<file path="config.mk">
export PLATFORM = sky130hd
export DESIGN_NAME = qch_device_responder
export DESIGN_NICKNAME = d
export VERILOG_FILES = /design/src/rtl/qch_pkg.sv /design/src/rtl/qch_sync2.sv /design/src/rtl/qch_device_responder.sv
export SDC_FILE = /design/constraint.sdc
export NUM_CORES = 1
export LEC_CHECK = 0
export ABC_AREA = 0
export CAP_MARGIN = 20
export CORE_MARGIN = 5
export CORE_UTILIZATION = 45
export CTS_CLUSTER_SIZE = 24
export DETAILED_ROUTE_END_ITERATION = 8
export GPL_TIMING_DRIVEN = 1
export PLACE_DENSITY = 0.67
export SYNTH_ARGS = -nofsm -noshare
export SYNTH_HDL_FRONTEND = slang
export SYNTH_SLANG_ARGS = --single-unit
</file>
<file path="constraint.sdc">
create_clock -name clock -period 1.85 [get_ports clock]
set_input_delay 0.37 -clock clock [delete_from_list [all_inputs] [get_ports clock]]
set_output_delay 0.37 -clock clock [all_outputs]
set_load 0.01 [all_outputs]
</file>
<file path="src/rtl/qch_pkg.sv">
// Shared types and default timing parameters for the Q-Channel device responder.
package qch_pkg;

    typedef enum logic [2:0] {
        Q_RUN,
        Q_REQUEST,
        Q_STOPPED,
        Q_EXIT,
        Q_DENIED,
        Q_CONTINUE
    } qch_dev_state_t;

    localparam int QCH_IDLE_CYCLES  = 4;
    localparam int QCH_DENY_TIMEOUT = 16;
    localparam int QCH_EXIT_CYCLES  = 2;

    // Counter width large enough to hold the largest of the three cycle limits.
    function automatic int qch_cnt_width(input int a, input int b, input int c);
        int m;
        m = (a > b) ? a : b;
        m = (m > c) ? m : c;
        return $clog2(m + 1);
    endfunction

endpackage

</file>
<file path="src/rtl/qch_sync2.sv">
// Two-flop synchroniser with synchronous reset to a configurable value.
module qch_sync2 #(
    parameter logic RESET_VAL = 1'b1
) (
    input  logic clock,
    input  logic reset,
    input  logic d,
    output logic q
);

    logic sync_p0;
    logic sync_p1;

    always_ff @(posedge clock) begin
        if (reset) begin
            sync_p0 <= RESET_VAL;
            sync_p1 <= RESET_VAL;
        end else begin
            sync_p0 <= d;
            sync_p1 <= sync_p0;
        end
    end

    assign q = sync_p1;

endmodule

</file>
<file path="src/rtl/qch_device_responder.sv">
// Device-side Q-Channel responder: quiesces the device, accepts or denies the
// low-power request, and gates the device clock while stopped.
module qch_device_responder
    import qch_pkg::*;
#(
    parameter int IDLE_CYCLES  = QCH_IDLE_CYCLES,
    parameter int DENY_TIMEOUT = QCH_DENY_TIMEOUT,
    parameter int EXIT_CYCLES  = QCH_EXIT_CYCLES
) (
    input  logic clock,
    input  logic reset,
    input  logic qreqn_i,
    input  logic dev_busy_i,
    input  logic wake_req_i,
    input  logic deny_req_i,
    output logic qacceptn_o,
    output logic qdeny_o,
    output logic qactive_o,
    output logic dev_quiesce_o,
    output logic dev_clk_en_o,
    output logic proto_err_o
);

    localparam int CNT_W = qch_cnt_width(IDLE_CYCLES, DENY_TIMEOUT, EXIT_CYCLES);
    localparam logic [CNT_W-1:0] CNT_MAX   = '1;
    localparam logic [CNT_W-1:0] IDLE_LAST = CNT_W'(IDLE_CYCLES - 1);
    localparam logic [CNT_W-1:0] TO_LAST   = CNT_W'(DENY_TIMEOUT - 1);
    localparam logic [CNT_W-1:0] EX_LAST   = CNT_W'(EXIT_CYCLES - 1);

    function automatic logic [CNT_W-1:0] sat_inc(input logic [CNT_W-1:0] c);
        return (c == CNT_MAX) ? c : c + 1'b1;
    endfunction

    qch_dev_state_t   state;
    logic [CNT_W-1:0] idle_cnt;
    logic [CNT_W-1:0] to_cnt;
    logic [CNT_W-1:0] ex_cnt;
    logic             qreqn_s;
    logic             qreqn_q;
    logic             qreqn_rise;
    logic             qreqn_fall;

    qch_sync2 #(.RESET_VAL(1'b1)) u_qreqn_sync (
        .clock (clock),
        .reset (reset),
        .d     (qreqn_i),
        .q     (qreqn_s)
    );

    assign qreqn_rise = qreqn_s & ~qreqn_q;
    assign qreqn_fall = ~qreqn_s & qreqn_q;

    always_ff @(posedge clock) begin
        if (reset) begin
            state         <= Q_RUN;
            qacceptn_o    <= 1'b1;
            qdeny_o       <= 1'b0;
            qactive_o     <= 1'b0;
            dev_quiesce_o <= 1'b0;
            dev_clk_en_o  <= 1'b1;
            proto_err_o   <= 1'b0;
            idle_cnt      <= '0;
            to_cnt        <= '0;
            ex_cnt        <= '0;
            qreqn_q       <= 1'b1;
        end else begin
            qreqn_q     <= qreqn_s;
            qactive_o   <= dev_busy_i | wake_req_i;
            proto_err_o <= 1'b0;
            unique case (state)
                Q_RUN: begin
                    if (!qreqn_s) begin
                        state         <= Q_REQUEST;
                        dev_quiesce_o <= 1'b1;
                        idle_cnt      <= '0;
                        to_cnt        <= '0;
                        ex_cnt        <= '0;
                    end
                end
                Q_REQUEST: begin
                    proto_err_o <= qreqn_rise;
                    idle_cnt    <= dev_busy_i ? '0 : sat_inc(idle_cnt);
                    to_cnt      <= sat_inc(to_cnt);
                    // Explicit deny outranks accept, which outranks timeout.
                    if (deny_req_i) begin
                        state   <= Q_DENIED;
                        qdeny_o <= 1'b1;
                    end else if (!dev_busy_i && idle_cnt == IDLE_LAST) begin
                        state        <= Q_STOPPED;
                        qacceptn_o   <= 1'b0;
                        dev_clk_en_o <= 1'b0;
                    end else if (to_cnt == TO_LAST) begin
                        state   <= Q_DENIED;
                        qdeny_o <= 1'b1;
                    end
                end
                Q_STOPPED: begin
                    if (qreqn_s) begin
                        state        <= Q_EXIT;
                        dev_clk_en_o <= 1'b1;
                        idle_cnt     <= '0;
                        to_cnt       <= '0;
                        ex_cnt       <= '0;
                    end
                end
                Q_EXIT: begin
                    proto_err_o <= qreqn_fall;
                    if (ex_cnt == EX_LAST) begin
                        state         <= Q_RUN;
                        qacceptn_o    <= 1'b1;
                        dev_quiesce_o <= 1'b0;
                    end else begin
                        ex_cnt <= sat_inc(ex_cnt);
                    end
                end
                Q_DENIED: begin
                    if (qreqn_s) begin
                        state   <= Q_CONTINUE;
                        qdeny_o <= 1'b0;
                    end
                end
                Q_CONTINUE: begin
                    proto_err_o   <= qreqn_fall;
                    state         <= Q_RUN;
                    dev_quiesce_o <= 1'b0;
                end
                default: begin
                    state <= Q_RUN;
                end
            endcase
        end
    end

endmodule

</file>
==> metrics.cfg <==
[pwr]
pwr-share-seq_pct = 60.1
switching_share_pct = 25.5
cellInternalPower_w = 0.000749
leakage_nw = 0.659
finalPower_w = 0.00101
power_frac_comb_pct = 14.0
vdd_drop_max_mv = 0.288
p_sw_w = 0.000257
powerDensity_mw_per_mm2 = 572
clkPwrFrac_pct = 25.9

[layout]
final_util_pct = 62.7
areaGrowthSynthToFinish_pct = 30.8
drive_gt1_share_pct = 29.1
num_antenna_cells = 0
nets = 197

[run_status]
status = finished clean

[logic_synthesis]
dominantRegCellSynth = dfxtp_1
syn_area_per_cell_um2 = 8.90
synth_compound_area_share_pct = 15.2
yosysSeqAreaShare_pct = 40.2
synth_area_mm2 = 0.00134
synthMuxAreaShare_pct = 2.33
synth_xor_area_share_pct = 3.26
synthCells = 151
synthAdderAreaFrac_pct = 7.45
syn_nets = 165
synth-simple-area-share_pct = 28.1
yosys_register_bits = 27
synth_top_family_by_area = simple AND/OR/NAND/NOR gates
yosysWarnings = 0
synth-edff-count = 0
synthArstFlopShare_pct = 0
synthDistinctLibCells = 39

[die]
die-area_mm2 = 0.00418
core-area_mm2 = 0.00281
die_w_um = 64.6
die_h_um = 64.6
initial_core_util_pct = 47.9
rows = 19
boundaryPins = 12

[route]
wl_per_cell_um = 13.6
dr.pass1.iters = 4
routed_via_density = 5.54
drt-total-wl_mm = 2.90
vias = 1180
drtIter0Drc = 69
drc = 0
ant_nets = 0

[job]
drv_cap = 0

[sta]
drv_slew = 0
setup_viol = 0
finalCriticalPeriod_ns = 1.78
tightest_slew_ns = 0.428
skew_ns = 0.00438
fin_tns_setup_ns = 0
maxSlewHeadroom_pct = 71.2
period_share_pct = 96.3
max_freq_mhz = 561
final-hold-violation-count = 0

[cts]
path_clk_slew_ns = 0.15
clk_path_buf_depth = 2
cts_tree = yes
numCtsBuffers = 3
clk_latency_ns = 0.33
root_buffer = clkbuf_4
cts_sinks = 27
cts_max_level = 1

[placed_design]
dpl.hpwl_mm = 2.02
port_buffers = 11
gp_congestion = 0.845

[critical_path]
arrival_ns = 2.02
path_buf_inv = 0
crit_family = simple AND/OR/NAND/NOR gates
endpoint_kind = flop
critical_path.cell_chain = ha_2 > or4b_1 > nor3_2 > nand2_1 > a211o_1
crit_fanout = 4
cpPeakStageDelay_ns = 0.50
worstSetupStartpointType = flop
crit_type = reg2reg
critPathRequiredTime_ns = 2.09
worst_path_max_delay_cell = or4b_1

[grt]
antenna_found_initial = 0
globalRouteOverflowTotal = 0
track_usage_pct = 14.1
grt_pass1_wl_mm = 4.78
first_global_vias = 1125
grt_max_degree = 21

[min_path]
hp-class = reg2reg

## cell usage in the layout, fill, tap and decap left out, types with 2 or more instances in the layout
cell / count
dfxtp_1: 21
xnor2_1: 2
nand4_1: 2
and3_1: 2
clkbuf_4: 3
clkdlybuf4s50_1: 11
or4b_1: 4
o31ai_1: 3
nor3_1: 4
buf_4: 23
a22oi_1: 2
or3_1: 5
xor2_1: 3
or2_1: 3
nand2_1: 8
a31oi_1: 3
ha_1: 2
a21oi_2: 2
o21ai_1: 2
a211oi_2: 2
nor2_1: 13
inv_1: 5
ha_2: 5
mux2i_1: 2
o21ai_0: 4
a21oi_1: 10
nor2b_1: 3
nand2b_1: 3
dfxtp_2: 6
nand3_1: 3
## state kept, by name, indices dropped and copies added, names as in the netlist
name	cells
u_qreqn_sync.sync_p0	1
qactive_o	1
qdeny_o	1
qreqn_q	1
qacceptn_o	1
ex_cnt	5
proto_err_o	1
dev_quiesce_o	1
u_qreqn_sync.q	1
state	3
dev_clk_en_o	1
to_cnt	5
idle_cnt	5
## synthesized netlist by cell type (all sizes together) (3+ instances only)
cell     n  area, um2
xor2     3       26.3
o31ai    3       22.5
o21ai    7       35.0
or3      6       37.5
nand2b   3       18.8
nand3    3       15.0
nand2    8       30.0
a31oi    3       18.8
nor3     5       30.0
a21oi   13       65.1
clkbuf   6       22.5
nor2    14       52.6
ha       8        100
and3     3       18.8
or4b     5       53.8
inv      5       18.8
nor2b    3       18.8
dfxtp   27        541
or2      3       18.8
## layer usage
layer	global-route usage, %	vias up	wire length [um]
li1	-	606	-
met5	0	-	0
met4	5.01	0	46
met3	2.42	6	90
met2	23.8	19	1360
met1	18.1	549	1400
## final cells by class
cell class | instances | area (um2)
well taps | 31 | 38.8
clock inverters | 1 | 5.00
fillers | 226 | 1050
clock buffers | 3 | 22.5
multi-input cells | 112 | 842
inverters | 5 | 18.8
repair buffers | 34 | 283
flip-flops and latches | 27 | 548
## kinds of logic after synthesis
logic type      after synthesis
xor+xnor                      5
compound gates               34
flops                        27
fa+ha+maj                     8
simple gates                 62
mux                           3
buf+inv                      12
## worst register-to-register path, stage by stage, from the launching register on
cell     delay [ns]
dfxtp_2        0.36
ha_2           0.19
or4b_1         0.50
nor3_2         0.24
nand2_1        0.10
a211o_1        0.30
## timing repair
item,4_1_cts,5_1_grt
resized for setup,8,19
setup endpoints to repair,5,11
pin swaps,5,7
buffers inserted,5,2
hold buffers,0,0
## worst paths after layout
kind / startpoint / cells after the start / slack [ns] / endpoint
worst max register to register: idle_cnt[1] / 5 / 0.07 / dev_clk_en_o
worst max-delay path: idle_cnt[1] / 5 / 0.07 / dev_clk_en_o
worst min register to register: u_qreqn_sync.sync_p0 / 1 / 0.43 / u_qreqn_sync.q
worst min-delay path: u_qreqn_sync.sync_p0 / 1 / 0.43 / u_qreqn_sync.q
## power by group through the flow
stage / combinational, W / sequential [W] / clock (W)
6_report: 0.000141 / 0.000604 / 0.000261
5_1_grt: 0.000153 / 0.000607 / 0.000300
4_1_cts: 0.000133 / 0.000605 / 0.000280
3_5_place_dp: 0.000116 / 0.000617 / 0
3_3_place_gp: 0.000115 / 0.000616 / 0
2_1_floorplan: 0.0000598 / 0.000617 / 0
## through the flow
step,std cells,setup WS (ns),instance area [um2],hold slack [ns]
after global routing,213,-0.0205,1760,0.454
final,213,0.0682,1760,0.428
after detailed placement,202,-0.198,1590,0.396
after floorplan,151,0.00268,1340,0.383
after CTS,211,0.00686,1690,0.432
after global placement,202,-0.150,1590,0.391
No activity file was read; power rests on OpenSTA's default activity.
